==> src/rtl/vga_plot_pkg.sv <==
// Shared constants and FSM encoding for the VGA plot arbiter and its helpers.
package vga_plot_pkg;

  localparam int SCREEN_WIDTH  = 160;
  localparam int SCREEN_HEIGHT = 120;
  localparam int DEF_X_W       = 8;
  localparam int DEF_Y_W       = 7;
  localparam int DEF_C_W       = 3;
  localparam int DEF_ADDR_W    = 15;
  localparam int DEF_ROM_LAT   = 1;

  localparam logic [1:0] ST_IDLE  = 2'd0;
  localparam logic [1:0] ST_FILL  = 2'd1;
  localparam logic [1:0] ST_DRAIN = 2'd2;
  localparam logic [1:0] ST_DONE  = 2'd3;

  typedef enum logic [1:0] {
    IDLE  = ST_IDLE,
    FILL  = ST_FILL,
    DRAIN = ST_DRAIN,
    DONE  = ST_DONE
  } fill_state_t;

  // Number of pixels in a full-screen fill of the given size.
  function automatic longint pixel_count(input int w, input int h);
    return longint'(w) * longint'(h);
  endfunction

endpackage

==> src/rtl/vga_plot_arbiter_fill_addr_gen.sv <==
// Raster counter for the background fill: walks x, then y, and keeps a
// linear ROM address in step by plain increment (no multiplier).
module fill_addr_gen
  import vga_plot_pkg::*;
#(
  parameter int WIDTH  = SCREEN_WIDTH,
  parameter int HEIGHT = SCREEN_HEIGHT,
  parameter int X_W    = DEF_X_W,
  parameter int Y_W    = DEF_Y_W,
  parameter int ADDR_W = DEF_ADDR_W
) (
  input  logic              clk,
  input  logic              reset,
  input  logic              clear,
  input  logic              step,
  output logic [X_W-1:0]    x,
  output logic [Y_W-1:0]    y,
  output logic [ADDR_W-1:0] addr,
  output logic              last
);

  localparam logic [X_W-1:0] X_LAST = X_W'(WIDTH - 1);
  localparam logic [Y_W-1:0] Y_LAST = Y_W'(HEIGHT - 1);

  assign last = (x == X_LAST) && (y == Y_LAST);

  // Advance one pixel per step; after the final pixel everything wraps to 0.
  always_ff @(posedge clk) begin
    if (reset || clear) begin
      x    <= '0;
      y    <= '0;
      addr <= '0;
    end else if (step) begin
      if (last) begin
        x    <= '0;
        y    <= '0;
        addr <= '0;
      end else if (x == X_LAST) begin
        x    <= '0;
        y    <= y + Y_W'(1);
        addr <= addr + ADDR_W'(1);
      end else begin
        x    <= x + X_W'(1);
        addr <= addr + ADDR_W'(1);
      end
    end
  end

endmodule

==> src/rtl/vga_plot_arbiter.sv <==
// Owns the vga_adapter write port and shares it between the background
// fill engine (ROM streamer, absolute priority) and game pixels (valid/ready).
module vga_plot_arbiter
  import vga_plot_pkg::*;
#(
  parameter int WIDTH   = SCREEN_WIDTH,
  parameter int HEIGHT  = SCREEN_HEIGHT,
  parameter int X_W     = DEF_X_W,
  parameter int Y_W     = DEF_Y_W,
  parameter int C_W     = DEF_C_W,
  parameter int ADDR_W  = DEF_ADDR_W,
  parameter int ROM_LAT = DEF_ROM_LAT
) (
  input  logic              iClock,
  input  logic              iReset,
  input  logic              iFillStart,
  output logic [ADDR_W-1:0] oRomAddr,
  input  logic [C_W-1:0]    iRomData,
  input  logic              iReqValid,
  output logic              oReqReady,
  input  logic [X_W-1:0]    iReqX,
  input  logic [Y_W-1:0]    iReqY,
  input  logic [C_W-1:0]    iReqColor,
  output logic [X_W-1:0]    oX,
  output logic [Y_W-1:0]    oY,
  output logic [C_W-1:0]    oColor,
  output logic              oPlot,
  output logic              oFillBusy,
  output logic              oFillDone
);

  if (ROM_LAT < 1 || ROM_LAT > 3) begin : g_bad_rom_lat
    $error("vga_plot_arbiter: ROM_LAT must be in 1..3");
  end

  if (pixel_count(WIDTH, HEIGHT) > (longint'(1) << ADDR_W)) begin : g_bad_addr_w
    $error("vga_plot_arbiter: ADDR_W too small for WIDTH*HEIGHT pixels");
  end

  fill_state_t state_q;
  fill_state_t state_d;

  logic              gen_clear;
  logic              gen_step;
  logic              gen_last;
  logic [X_W-1:0]    gen_x;
  logic [Y_W-1:0]    gen_y;
  logic [ADDR_W-1:0] gen_addr;

  logic              push;
  logic [ROM_LAT-1:0] pipe_valid;
  logic [X_W-1:0]    pipe_x [ROM_LAT];
  logic [Y_W-1:0]    pipe_y [ROM_LAT];
  logic              emerge;

  logic              req_ready;
  logic              fire;

  fill_addr_gen #(
    .WIDTH  (WIDTH),
    .HEIGHT (HEIGHT),
    .X_W    (X_W),
    .Y_W    (Y_W),
    .ADDR_W (ADDR_W)
  ) u_addr_gen (
    .clk   (iClock),
    .reset (iReset),
    .clear (gen_clear),
    .step  (gen_step),
    .x     (gen_x),
    .y     (gen_y),
    .addr  (gen_addr),
    .last  (gen_last)
  );

  assign oRomAddr  = gen_addr;
  assign emerge    = pipe_valid[ROM_LAT-1];
  assign oReqReady = req_ready && !iReset;
  assign fire      = iReqValid && oReqReady;
  assign oFillBusy = (state_q == FILL) || (state_q == DRAIN);
  assign oFillDone = (state_q == DONE);

  // State register; reset drops any fill in progress without a done pulse.
  always_ff @(posedge iClock) begin
    if (iReset) begin
      state_q <= IDLE;
    end else begin
      state_q <= state_d;
    end
  end

  // Next-state logic: the start cycle already issues address 0 so the first
  // plot lands ROM_LAT+1 cycles later; DONE waits until the pipe is empty,
  // which puts the done pulse one cycle after the last fill plot.
  always_comb begin
    state_d   = state_q;
    req_ready = 1'b0;
    gen_step  = 1'b0;
    gen_clear = 1'b0;
    push      = 1'b0;
    unique case (state_q)
      IDLE: begin
        req_ready = !iFillStart;
        if (iFillStart) begin
          push     = 1'b1;
          gen_step = 1'b1;
          state_d  = gen_last ? DRAIN : FILL;
        end
      end
      FILL: begin
        push     = 1'b1;
        gen_step = 1'b1;
        if (gen_last) begin
          state_d = DRAIN;
        end
      end
      DRAIN: begin
        if (pipe_valid == '0) begin
          state_d = DONE;
        end
      end
      DONE: begin
        gen_clear = 1'b1;
        state_d   = IDLE;
      end
      default: begin
        state_d = IDLE;
      end
    endcase
  end

  // Coordinate shift register matching the ROM read latency, so each pixel's
  // (x, y) pops out in the same cycle as its colour from the ROM.
  always_ff @(posedge iClock) begin
    if (iReset) begin
      pipe_valid <= '0;
      for (int i = 0; i < ROM_LAT; i++) begin
        pipe_x[i] <= '0;
        pipe_y[i] <= '0;
      end
    end else begin
      pipe_valid[0] <= push;
      pipe_x[0]     <= gen_x;
      pipe_y[0]     <= gen_y;
      for (int i = 1; i < ROM_LAT; i++) begin
        pipe_valid[i] <= pipe_valid[i-1];
        pipe_x[i]     <= pipe_x[i-1];
        pipe_y[i]     <= pipe_y[i-1];
      end
    end
  end

  // Output register toward vga_adapter; fill pixels and game pixels are
  // mutually exclusive because game beats are only accepted in IDLE.
  always_ff @(posedge iClock) begin
    if (iReset) begin
      oX     <= '0;
      oY     <= '0;
      oColor <= '0;
      oPlot  <= 1'b0;
    end else if (emerge) begin
      oX     <= pipe_x[ROM_LAT-1];
      oY     <= pipe_y[ROM_LAT-1];
      oColor <= iRomData;
      oPlot  <= 1'b1;
    end else if (fire) begin
      oX     <= iReqX;
      oY     <= iReqY;
      oColor <= iReqColor;
      oPlot  <= 1'b1;
    end else begin
      oPlot  <= 1'b0;
    end
  end

endmodule
==> config.mk <==
export PLATFORM = sky130hd
export DESIGN_NAME = vga_plot_arbiter
export DESIGN_NICKNAME = d
export VERILOG_FILES = /design/src/rtl/vga_plot_pkg.sv /design/src/rtl/vga_plot_arbiter_fill_addr_gen.sv /design/src/rtl/vga_plot_arbiter.sv
export SDC_FILE = /design/constraint.sdc
export NUM_CORES = 1
export LEC_CHECK = 0
export BUFFER_PORTS_ARGS = -buffer_cell sky130_fd_sc_hd__buf_2
export CAP_MARGIN = 0
export CELL_PAD_IN_SITES_DETAIL_PLACEMENT = 0
export CELL_PAD_IN_SITES_GLOBAL_PLACEMENT = 2
export CORE_MARGIN = 2
export CORE_UTILIZATION = 30
export CTS_BUF_LIST = sky130_fd_sc_hd__clkbuf_4 sky130_fd_sc_hd__clkbuf_8
export DETAILED_ROUTE_END_ITERATION = 7
export PLACE_DENSITY_LB_ADDON = 0.1
export SLEW_MARGIN = 0
export SYNTH_ARGS = -nofsm -noshare
export SYNTH_HDL_FRONTEND = slang
export SYNTH_HIERARCHICAL = 1
export SYNTH_SLANG_ARGS = --single-unit
==> constraint.sdc <==
create_clock -name iClock -period 1.9 [get_ports iClock]
set_input_delay 0.285 -clock iClock [delete_from_list [all_inputs] [get_ports iClock]]
set_output_delay 0.285 -clock iClock [all_outputs]
set_load 0.02 [all_outputs]
Yosys cells after proc, flatten, opt, wreduce, memory -nomap -nowiden:

Memory sizes are Yosys's and may differ from the RTL's.
Index checks and enable logic that the tools add are counted.

* reductions and logical operators: 14
* eq/ne operators: 8
* muxes and demuxes: 29
* add/sub/neg operators: 3

Operator list (number)
* 8-bit two-way mux: 5
* 7-bit two-way mux: 5
* 15-bit by 1-bit adder with 15-bit output, second input constant: 1
* 15-bit two-way mux: 1
* 1-bit two-way mux: 10
* 8-bit by 1-bit adder with 8-bit output, second input constant: 1
* 8-bit == test, second input constant: 1
* 2-bit two-way mux: 4
* 2-bit case mux with 4 select lines: 1
* 8-bit OR reduction: 1
* 7-bit by 1-bit adder with 7-bit output, second input constant: 1
* 7-bit == test, second input constant: 1
* 7-bit OR reduction: 1
* 3-bit two-way mux: 2
* 2-bit inequality test, second input constant: 3
* 2-bit == test, second input constant: 2
* 2-bit nonzero test: 2
* 1-bit logical AND: 3
* 3-bit AND reduction: 1
* 2-bit by 1-bit == test with 1-bit output, second input constant: 1
* 1-bit zero test: 2
* 2-bit zero test: 1
* 1-bit logical OR: 2
* 1-bit case mux with 2 select lines: 1
* 2-bit AND reduction: 1

* bits in registers: 52
* word-level logic and storage cells: 65
* input bits: 25
* bits in writable memories: 15
* memories kept: 2

Memories
* pipe_x: words 1, width 8, read ports 1, clocked after memory_dff 0, wr ports 1, RTL line vga_plot_arbiter.sv:52 `logic [X_W-1:0] pipe_x [ROM_LAT];`
* pipe_y: words 1, width 7, read ports 1, clocked after memory_dff 0, wr ports 1, RTL line vga_plot_arbiter.sv:53 `logic [Y_W-1:0] pipe_y [ROM_LAT];`

Longest topological paths before layout:

Gate-level depths: netlist of run 1.

* depth in word-level cells: 6
* depth in mapped cells: 9
* mapped depth without buffers: 7

Modules after synthesis:

The synthesis of run 1 kept the hierarchy.

Modules (own cells, without submodules)
* vga_plot_arbiter: instances 1, area each 1550.2 um^2, cells each 142, sequential area each 740.7 um^2
* fill_addr_gen: instances 1, area each 1388.8 um^2, cells each 154, sequential area each 600.6 um^2

Worst setup path after synthesis of run 1:

Ideal clock, no wire load.

* path type: register to register
* start point: reg state_q[0]
* end point: reg u_addr_gen.y[6]
* arrival time: 1.725 ns
* period minus slack after synthesis: 1.795 ns
* cell stages (with the launch flop): 9
* setup slack: 0.105 ns
* data required time: 1.830 ns
* path through: dfxtp_1 > inv_1 > ha_1 > a21o_1 > and2_1 > buf_2 > nand3_4 > or4_1 > a21oi_1

* longest elaborated chain between the ends: 3
* elaborated cells between the ends (all ways): 7
* those cells by class: eq/ne: 2; mux: 2; reduce/logical: 3

RTL lines
* start: declaration: RTL line vga_plot_arbiter.sv:40 `fill_state_t state_q;`
* start signal: assignment: RTL line vga_plot_arbiter.sv:88 `state_q <= state_d;`
* 2-bit by 1-bit == test with 1-bit output / 2-bit zero test (equally long branches): RTL line vga_plot_arbiter.sv:101 `unique case (state_q)`
* 1-bit case mux with 2 select lines (*): RTL line vga_plot_arbiter.sv:101
* net gen_step: RTL line vga_plot_arbiter.sv:44 `logic gen_step;`
* 2-bit AND reduction (no source line) (*)
* end signal: assignment: RTL line vga_plot_arbiter_fill_addr_gen.sv:40 `y <= y + Y_W'(1);`
* end: declaration: RTL line vga_plot_arbiter_fill_addr_gen.sv:17 `output logic [Y_W-1:0] y,`

Mark *: on every way through the listed nets, which the timed path passes. The rest lies on a longest branch.
A chain may end at the register's enable or synchronous reset.

Worst setup path after layout of run 1:

* start point: reg state_q[0]
* end point: out oReqReady

* longest elaborated chain between the ends: 3

RTL lines
* 2-bit zero test: RTL line vga_plot_arbiter.sv:101
* 1-bit two-way mux: RTL line vga_plot_arbiter.sv:101
* 1-bit logical AND: RTL line vga_plot_arbiter.sv:78 `assign oReqReady = req_ready && !iReset;`
* end: declaration: RTL line vga_plot_arbiter.sv:20 `output logic oReqReady,`

Every way passes these cells.

==> results of run 1 <==
worst max-delay path, delay by kind of cell, from the launching register on:
kind | cells | cell delay, ns
AND/OR/NAND/NOR | 2 | 0.38
flip-flops | 1 | 0.34
buffers and inverters | 3 | 0.33
adder cells (fa/ha/maj) | 1 | 0.14
per-stage QoR:
stage / instances / setup slack [ns]
2_1_floorplan: 296 / 0.105
3_3_place_gp: 495 / 0.118
3_5_place_dp: 495 / 0.0640
4_1_cts: 511 / 0.0329
5_1_grt: 513 / 0.00340
6_report: 513 / 0.0859
layer usage:
layer	up-vias	GRT usage [%]	wire, um
met5	-	0	0
met4	0	4.86	91
met3	8	3.66	305
met2	42	20.9	3060
met1	1066	18.1	3410
li1	1205	-	-
layout by cell type, fill, tap and decap left out, types with 2 or more instances in the layout:
master and instances:
mux2i_1 22, buf_2 60, a31oi_1 2, o31ai_1 3
nand2b_1 2, a211oi_2 11, inv_2 2, nor4_1 3
nor2b_1 17, nand2_1 11, ha_1 6, nor2_1 28
bufinv_16 4, and3_1 5, a211oi_1 9, or4_1 3
xor2_1 14, dfxtp_2 3, nand4_1 8, dfxtp_1 64
buf_4 23, nand3_1 12, clkbuf_8 9, nor3_1 20
xnor2_1 9, a21oi_1 4, and4_1 2, buf_12 2
sequential cells by signal, summed over array words and instances (netlist names):
register and count:
oColor 3, u_addr_gen/y 7, pipe_y 7, emerge 1, u_addr_gen/addr 15, pipe_x 8
state_q 2, oPlot 1, oX 8, u_addr_gen/x 8, oY 7
worst max-delay path by stage:
stage                                  endpoint  slack, ns  depth (start not counted)
2_1_floorplan      u_addr_gen/y[6]$_SDFFE_PP0P_       0.10                          8
6_report                              oReqReady       0.09                          6
4_1_cts                               oReqReady       0.03                          6
3_5_place_dp       u_addr_gen/y[6]$_SDFFE_PP0P_       0.06                          7
5_1_grt        u_addr_gen/addr[13]$_SDFFE_PP0P_      0.003                          7
3_3_place_gp       u_addr_gen/y[5]$_SDFFE_PP0P_       0.12                          7
timing repair:
action / 4_1_cts / 5_1_grt
setup buffers: 0 / 2
resized for setup: 2 / 10
endpoints found under the setup margin: 1 / 6
pin swaps: 0 / 1
power groups by stage:
stage	Combinational (mW)	Sequential (mW)	Clock, mW
after global placement	1.47	1.80	0
after CTS	1.49	1.77	1.63
after detailed placement	1.48	1.80	0
after floorplan	0.918	1.91	0
final	1.53	1.77	1.58
after global routing	1.68	1.80	1.69
kinds of logic after synthesis:
kind of cell    share of synthesized area, %
buf+inv                                 3.96
xor+xnor                                6.85
mux                                     7.49
fa+ha+maj                               3.41
flops                                   45.6
simple gates                            22.8
compound gates                          9.83
layout make-up:
cell class / count / area share [%]
tap: 133 / 4.35
timing repair buffer: 85 / 13.4
inverter: 3 / 0.294
clock buffer: 10 / 3.43
multi-input combinational: 209 / 39.8
sequential: 67 / 35.1
clock inverter: 6 / 3.56
==> metrics.yaml, run 1 <==
synth_area_leaders: "dfxtp_1 46%, mux2i_1 7.5%, a211oi_2 4.3%"
grt_max_degree: 41
drive_gt1_share_pct: 33.7
p_sw_share_pct: 31.9
num_vias: 2321
grt_pass1_wl_mm: 11.1
first_iter_violations: 63
syn_inst: 296
synth_area_leader_cell: "dfxtp_1"
finalInstanceArea_mm2: 0.00383
timing.slew.headroom_pct: 66.4
worst_pin_slew_ns: 0.504
hp-start: "iReqY[2]"
overflow: 0
antenna_cells: 0
rsz0062_at_grt: "no"
syn_to_final_growth_pct: 30.3
clk_pin_slew_ns: 0.07
portBuffers: 61
drc: 0
p_leak_nw: 1.57
crit_path_frequent_cell: "buf_4"
grt_pass1_vias: 2212
routed_wl_mm: 6.86
hold_viol: 0
p_per_area_mw_per_mm2: 1280
die_x_um: 103
start_util_pct: 30.5
htree_num_levels: 3
syn_area_mm2: 0.00294
r2r-end: "u_addr_gen/y[6]$_SDFFE_PP0P_"
fp-row-count: 36
ant_nets: 0
crit_type: "flip-flop to primary output"
final_util_pct: 39.7
critPathRequiredTime_ns: 1.62
place.gp.congestion: 0.815
die_area_mm2: 0.0106
fin_setup_tns_ns: 0
synth_edf_count: 0
grtUsageTotal_pct: 13.5
sequentialPowerShare_pct: 36.3
fillers: 1019
cp_max_fo: 4
synthTopCellsByCount: "67 x dfxtp_1, 29 x nor2_1, 22 x mux2i_1"
ctsLongestPathBuffers: 2
root_buffer: "clkbuf_8"
syn_area_per_cell_um2: 9.93
yosys_register_bits: 67
whs_ns: 0.293
cp-end-kind: "primary output"
yosys_warnings: 6
hp-class: "input pin to flip-flop"
p_int_mw: 3.33
fin_nets: 408
hold_buffers: 0
synth_ff_type: "dfxtp_1"
cts_buffers: 9
power_mw: 4.88
die_h_um: 103
cts_sinks: 67
dp_hpwl_mm: 4.83
cts_tree: "built"
cp_slowest_cell: "dfxtp_2"
syn_nets: 329
cap_viol_max_count: 0
crit_path_max_incr_delay_ns: 0.34
fin_skew_ns: 0.00758
slew_viol_final: 0
drtPass1Iterations: 4
path_cells: "inv_2, ha_4, buf_4, or2b_1, nor2_1, buf_4"
yosysUniqueCellTypes: 41
io_pins: 62
crit_start: "state_q[0]$_SDFFE_PP0P_"
placedInstanceArea_mm2: 0.00351
ir_drop_v: 0.000389
ys_seq_area_share_pct: 45.6
critPathArrivalTime_ns: 1.53
fin_crit_ns: 1.81
insertion_delay_ns: 0.34
antenna_found_initial: 0
fmax_mhz: 551
r2r_cells: 7
multi_input_area_mm2: 0.00153
async_reset_ff_share_pct: 0
setup-violations-final: 0
r2r-start: "state_q[1]$_SDFFE_PP0P_"
r2r_setup_slack_ns: 0.15
switchingPower_mw: 1.56
holdPathEnd: "oY[2]$_SDFFE_PP0P_"
comb_power_share_pct: 31.3
hold_depth: 3
pwr-share-clk_pct: 32.4
routed_via_density: 4.52
critPathLaunchType: "flip-flop"
synth_top_area_share_pct: 45.6
final.period_utilization_pct: 95.5
status: "finished clean"
regArea_mm2: 0.00135
coreArea_mm2: 0.00964
yosysMostFrequentCell: "dfxtp_1"
wl_per_cell_um: 13.4
(Power assumes the default switching activity.)
==> run 2, diff against run 1 <==
--- a/config.mk
+++ b/config.mk
@@ -13,7 +13,7 @@
 export CORE_UTILIZATION = 30
 export CTS_BUF_LIST = sky130_fd_sc_hd__clkbuf_4 sky130_fd_sc_hd__clkbuf_8
 export DETAILED_ROUTE_END_ITERATION = 7
-export PLACE_DENSITY_LB_ADDON = 0.1
+export PLACE_DENSITY = 0.8
 export SLEW_MARGIN = 0
 export SYNTH_ARGS = -nofsm -noshare
 export SYNTH_HDL_FRONTEND = slang
==> run 2 against run 1 <==
Against the previous run:
- maximum frequency up 0.51%
- final cell count down 0.39%
- total power down 9.2%
- clock power down 24%
- largest cell class unchanged
- largest power group unchanged
- highest routed layer unchanged
==> metrics.yaml, run 2 (synthesized netlist as in run 1, its figures left out) <==
layout_common_cells: "67 x dfxtp_1, 60 x buf_2, 28 x nor2_1, 23 x buf_4, 22 x mux2i_1"  # was 64 x dfxtp_1, 60 x buf_2, 28 x nor2_1, 23 x buf_4, 22 x mux2i_1
root_buffer: "clkbuf_8"  # unchanged
grtUsageTotal_pct: 12.9  # was 13.5%
num_vias: 2327  # was 2321
r2r_setup_slack_ns: 0.11  # was 0.15 ns
finalInstanceArea_mm2: 0.00372  # was 0.00383 mm^2
grt_pass1_vias: 2325  # was 2212
routed_wl_mm: 6.50  # was 6.86 mm
switchingPower_mw: 1.46  # was 1.56 mW
io_pins: 62  # unchanged
overflow: 0  # unchanged
sequentialPowerShare_pct: 38.8  # was 36.3%
worst_pin_slew_ns: 0.450  # was 0.504 ns
place.gp.congestion: 0.734  # was 0.815
drc: 0  # unchanged
cts_sinks: 67  # unchanged
final.period_utilization_pct: 95.0  # was 95.5%
syn_to_final_growth_pct: 26.7  # was 30.3%
ctsLongestPathBuffers: 2  # unchanged
crit_type: "flip-flop to primary output"  # unchanged
hp-class: "input pin to flip-flop"  # unchanged
final_util_pct: 38.6  # was 39.7%
die_x_um: 103  # unchanged
p_int_mw: 2.97  # was 3.33 mW
cp-end-kind: "primary output"  # unchanged
comb_power_share_pct: 34.1  # was 31.3%
drive_gt1_share_pct: 31.7  # was 33.7%
layout_commonest_cell: "dfxtp_1"  # unchanged
cts_tree: "built"  # unchanged
power_mw: 4.44  # was 4.88 mW
fp-row-count: 36  # unchanged
slew_viol_final: 0  # unchanged
top_register: "u_addr_gen/addr"  # unchanged
p_per_area_mw_per_mm2: 1190  # was 1280 mW/mm^2
p_sw_share_pct: 32.9  # was 31.9%
wl_per_cell_um: 12.7  # was 13.4 um
r2r_cells: 7  # unchanged
coreArea_mm2: 0.00964  # unchanged
r2r-start: "state_q[0]$_SDFFE_PP0P_"  # was state_q[1]$_SDFFE_PP0P_
hold_viol: 0  # unchanged
ant_nets: 0  # unchanged
critPathLaunchType: "flip-flop"  # unchanged
insertion_delay_ns: 0.33  # was 0.34 ns
cap_viol_max_count: 0  # unchanged
cp_max_fo: 4  # unchanged
antenna_found_initial: 0  # unchanged
fmax_mhz: 554  # was 551 MHz
dp_hpwl_mm: 4.69  # was 4.83 mm
critPathRequiredTime_ns: 1.62  # about the same
die_area_mm2: 0.0106  # unchanged
timing.slew.headroom_pct: 70.0  # was 66.4%
clk_pin_slew_ns: 0.06  # was 0.07 ns
critPathArrivalTime_ns: 1.52  # was 1.53 ns
routed_via_density: 4.55  # was 4.52
setup-violations-final: 0  # unchanged
met3_length_um: 356  # was 305 um
fin_nets: 407  # was 408
start_util_pct: 30.5  # unchanged
die_h_um: 103  # unchanged
whs_ns: 0.256  # was 0.293 ns
hold_buffers: 0  # unchanged
largest_reg_flops: 15  # unchanged
antenna_cells: 0  # unchanged
m1WireLength_mm: 3.14  # was 3.41 mm
pwr-share-clk_pct: 27.1  # was 32.4%
grt_max_degree: 37  # was 41
cts_buffers: 9  # unchanged
p_leak_nw: 1.53  # was 1.57 nW
ir_drop_v: 0.000406  # was 0.000389 V
wl_met2_mm: 2.90  # was 3.06 mm
holdPathEnd: "emerge$_SDFF_PP0_"  # was oY[2]$_SDFFE_PP0P_
top_layer_used: "met4"  # unchanged
htree_num_levels: 3  # unchanged
fin_setup_tns_ns: 0  # unchanged
grt_pass1_wl_mm: 10.8  # was 11.1 mm
placedInstanceArea_mm2: 0.00349  # was 0.00351 mm^2
fin_skew_ns: 0.00574  # was 0.00758 ns
drtPass1Iterations: 4  # unchanged
portBuffers: 61  # unchanged
hp-start: "iReset"  # was iReqY[2]
r2r-end: "u_addr_gen/y[5]$_SDFFE_PP0P_"  # was u_addr_gen/y[6]$_SDFFE_PP0P_
fin_crit_ns: 1.80  # was 1.81 ns
hold_depth: 2  # was 3
status: "finished clean"  # unchanged
first_iter_violations: 57  # was 63
[run 2: changes by cell type in the layout (fill, tap and decap cells not counted), moves of 2 or more]
cell	previous run	this run
bufinv_16	4	1
dfxtp_1	64	67
dfxtp_2	3	0
clkbuf_8	9	11
[run 2: area by class of cell]
class | instances | area (um^2)
clock buffers | 13 | 166
well taps | 133 | 166
clock inverters | 2 | 35.0
inverters | 3 | 11.3
repair buffers | 84 | 493
fillers | 1014 | 5910
flip-flops and latches | 67 | 1340
multi-input cells | 209 | 1510
[run 2: timing repair]
| action | 4_1_cts | 5_1_grt |
|---|---|---|
| setup endpoints to repair | 3 | 6 |
| buffers inserted | 0 | 2 |
| pin swaps | 0 | 1 |
| resized for setup | 1 | 6 |
| hold endpoints to repair | 0 | 0 |
[run 2: metrics by stage]
| stage | setup WS (ns) | instances |
|---|---|---|
| global placement | 0.0118 | 494 |
| detailed placement | -0.0726 | 494 |
| finish | 0.0952 | 511 |
| CTS | 0.0125 | 509 |
| global route | -0.0123 | 511 |
| floorplan | 0.105 | 296 |
[run 2: power by group through the flow]
stage	Combinational (mW)	Clock (mW)	Sequential, mW
finish	1.51	1.20	1.72
global route	1.66	1.30	1.75
CTS	1.50	1.25	1.72
detailed placement	1.49	0	1.75
global placement	1.48	0	1.75
floorplan	0.918	0	1.91
[run 2: per-layer routing]
layer  track usage, %  vias to the layer above
met1             16.6                     1053
met4             5.16                        0
li1                 -                     1205
met2             20.6                       60
met3             3.46                        9
met5                0                        -
[run 2: worst max-delay path, cell delays in order (launching register included)]
cell	delay, ns
dfxtp_1	0.34
inv_1	0.08
ha_2	0.19
buf_4	0.11
or2b_1	0.23
nor2_1	0.09
buf_4	0.15
[run 2: how the worst max path moves through the flow]
stage,start,end,slack (ns),depth (start not counted)
floorplan,state_q[0]$_SDFFE_PP0P_,u_addr_gen/y[6]$_SDFFE_PP0P_,0.10,8
global placement,state_q[0]$_SDFFE_PP0P_,u_addr_gen/y[5]$_SDFFE_PP0P_,0.01,7
detailed placement,state_q[0]$_SDFFE_PP0P_,u_addr_gen/y[3]$_SDFFE_PP0P_,-0.07,7
CTS,state_q[0]$_SDFFE_PP0P_,u_addr_gen/y[3]$_SDFFE_PP0P_,0.01,7
global route,state_q[0]$_SDFFE_PP0P_,u_addr_gen/y[5]$_SDFFE_PP0P_,-0.01,7
finish,state_q[0]$_SDFFE_PP0P_,oReqReady,0.1,6
==> run 3, diff against run 2 <==
--- a/config.mk
+++ b/config.mk
@@ -9,6 +9,7 @@
 export CAP_MARGIN = 0
 export CELL_PAD_IN_SITES_DETAIL_PLACEMENT = 0
 export CELL_PAD_IN_SITES_GLOBAL_PLACEMENT = 2
+export CORE_ASPECT_RATIO = 2
 export CORE_MARGIN = 2
 export CORE_UTILIZATION = 30
 export CTS_BUF_LIST = sky130_fd_sc_hd__clkbuf_4 sky130_fd_sc_hd__clkbuf_8
==> run 3 against run 2 <==
Against the previous run:
- maximum frequency decreased by 0.25%
- worst setup slack got worse by 0.0045 ns
- global-route usage increased by 0.17 points
- die area increased by 0.45%
- clock power increased by 11%
- core utilization about the same
- worst hold slack got worse by 0.010 ns
- routed wire length decreased by 0.48%
- total power increased by 2.0%
- via count increased by 0.77%
- critical path type unchanged
- highest routed layer unchanged
- non-clock buffer count decreased by 5
- register-to-register slack about the same
==> metrics.yaml, run 3 (synthesized netlist as in run 1, its figures left out) <==
grtUsageTotal_pct: 13.1  # was 12.9%
p_per_area_mw_per_mm2: 1220  # was 1190 mW/mm^2
drive_gt1_share_pct: 31.8  # was 31.7%
crit_type: "flip-flop to primary output"  # unchanged
critPathTopFamily: "flip-flops"  # unchanged
num_vias: 2345  # was 2327
first_iter_violations: 106  # was 57
drtPass1Iterations: 4  # unchanged
multi_input_area_mm2: 0.00151  # about the same
rsz0062_at_grt: "no"
power_mw: 4.53  # was 4.44 mW
place.gp.congestion: 0.813  # was 0.734
setup-violations-final: 0  # unchanged
ant_nets: 0  # unchanged
status: "finished clean"  # unchanged
regArea_mm2: 0.00135  # was 0.00134 mm^2
critPathLaunchType: "flip-flop"  # unchanged
htree_num_levels: 3  # unchanged
critPathRequiredTime_ns: 1.62  # about the same
start_util_pct: 30.5  # about the same
fillers: 983  # was 1014
cp_slowest_cell: "dfxtp_2"  # was dfxtp_1
hold_viol: 0  # unchanged
cts_sinks: 67  # unchanged
hp-class: "input pin to flip-flop"  # unchanged
routed_wl_mm: 6.46  # was 6.50 mm
worst_pin_slew_ns: 0.392  # was 0.450 ns
timing.slew.headroom_pct: 73.9  # was 70.0%
path_cells: "inv_2, ha_1, buf_4, or2b_1, nor2_1, buf_4"  # was inv_1, ha_2, buf_4, or2b_1, nor2_1, buf_4
fin_skew_ns: 0.00737  # was 0.00574 ns
routed_via_density: 4.63  # was 4.55
fin_crit_ns: 1.81  # was 1.80 ns
cap_viol_max_count: 0  # unchanged
critPathBufInv: 3  # unchanged
wl_per_cell_um: 12.8  # was 12.7 um
coreArea_mm2: 0.00964  # about the same
grt_pass1_vias: 2241  # was 2325
crit_path_frequent_cell: "buf_4"  # unchanged
insertion_delay_ns: 0.34  # was 0.33 ns
cts_tree: "built"  # unchanged
ir_drop_v: 0.000420  # was 0.000406 V
fmax_mhz: 553  # was 554 MHz
crit_path_max_incr_delay_ns: 0.34  # about the same
syn_to_final_growth_pct: 26.6  # was 26.7%
die_x_um: 74.0  # was 103 um
root_buffer: "clkbuf_8"  # unchanged
fin_setup_tns_ns: 0  # unchanged
ctsLongestPathBuffers: 2  # unchanged
dp_hpwl_mm: 4.79  # was 4.69 mm
setup_slack_ns: 0.0906  # was 0.0952 ns
drc: 0  # unchanged
placedInstanceArea_mm2: 0.00347  # was 0.00349 mm^2
cts_buffers: 9  # unchanged
overflow: 0  # unchanged
io_pins: 62  # unchanged
largest_reg_flops: 15  # unchanged
clk_pin_slew_ns: 0.08  # was 0.06 ns
cp-end-kind: "primary output"  # unchanged
final.period_utilization_pct: 95.2  # was 95.0%
die_h_um: 144  # was 103 um
critPathArrivalTime_ns: 1.52  # about the same
antenna_found_initial: 0  # unchanged
cp_max_fo: 4  # unchanged
die_area_mm2: 0.0107  # was 0.0106 mm^2
portBuffers: 61  # unchanged
grt_max_degree: 34  # was 37
grt_pass1_wl_mm: 10.6  # was 10.8 mm
finalInstanceArea_mm2: 0.00372  # about the same
fin_nets: 402  # was 407
hold_buffers: 0  # unchanged
fp-row-count: 51  # was 36
p_leak_nw: 1.52  # was 1.53 nW
pre_cts_ws_ns: 0.0475  # was -0.0726 ns
layout_common_cells: "63 x dfxtp_1, 60 x buf_2, 28 x nor2_1, 22 x mux2i_1, 20 x nor3_1"  # was 67 x dfxtp_1, 60 x buf_2, 28 x nor2_1, 23 x buf_4, 22 x mux2i_1
slew_viol_final: 0  # unchanged
layout_commonest_cell: "dfxtp_1"  # unchanged
top_register: "u_addr_gen/addr"  # unchanged
antenna_cells: 0  # unchanged
run 3: cell types whose count changed in the layout (fill, tap and decap cells not counted), moves of 2 or more:
cell      change
dfxtp_1       -4
dfxtp_2       +4
clkbuf_4      -2
buf_4         -6
run 3: report_power, final:
part	switching (mW)	internal, mW
clock	0.549	0.777
sequential	0.156	1.60
combinational	0.798	0.642
run 3: per-stage QoR:
step,cells,hold WS [ns],util (%)
6_report,506,0.246,38.6
5_1_grt,506,0.253,38.6
4_1_cts,506,0.233,38.5
3_5_place_dp,489,0.499,36.0
3_3_place_gp,489,0.487,36.0
2_1_floorplan,296,0.460,-
run 3: final cells by class:
| class | instances | area share (%) |
|---|---|---|
| Clock inverter | 6 | 2.35 |
| Multi-Input combinational cell | 209 | 40.5 |
| Clock buffer | 10 | 3.70 |
| Timing Repair Buffer | 79 | 12.6 |
| Sequential cell | 67 | 36.2 |
| Tap cell | 132 | 4.44 |
| Inverter | 3 | 0.303 |
run 3: worst paths after layout:
path / startpoint / endpoint / slack [ns] / cells after the start
worst min register to register: u_addr_gen/x[4]$_SDFFE_PP0P_ / pipe_x[0][4]$_SDFF_PP0_ / 0.51 / 1
worst min-delay path: iReset / oY[6]$_SDFFE_PP0P_ / 0.25 / 2
worst max-delay path: state_q[0]$_SDFFE_PP0P_ / oReqReady / 0.09 / 6
worst max register to register: state_q[0]$_SDFFE_PP0P_ / u_addr_gen/y[5]$_SDFFE_PP0P_ / 0.12 / 7
run 3: metal layers:
metal / wire length, um / GRT usage, % / vias up / share of wire [%]
li1: - / - / 1191 / -
met1: 2520 / 13.5 / 1090 / 39
met2: 3500 / 23.3 / 50 / 54
met3: 278 / 3.34 / 14 / 4.3
met4: 167 / 7.08 / 0 / 2.6
met5: 0 / 0 / - / 0
run 3: repair_timing:
item,in CTS,in global routing
endpoints found under the hold margin,0,0
resized for setup,2,7
pin swaps,1,1
setup buffers,1,0
setup endpoints to repair,1,5
cloned,0,0
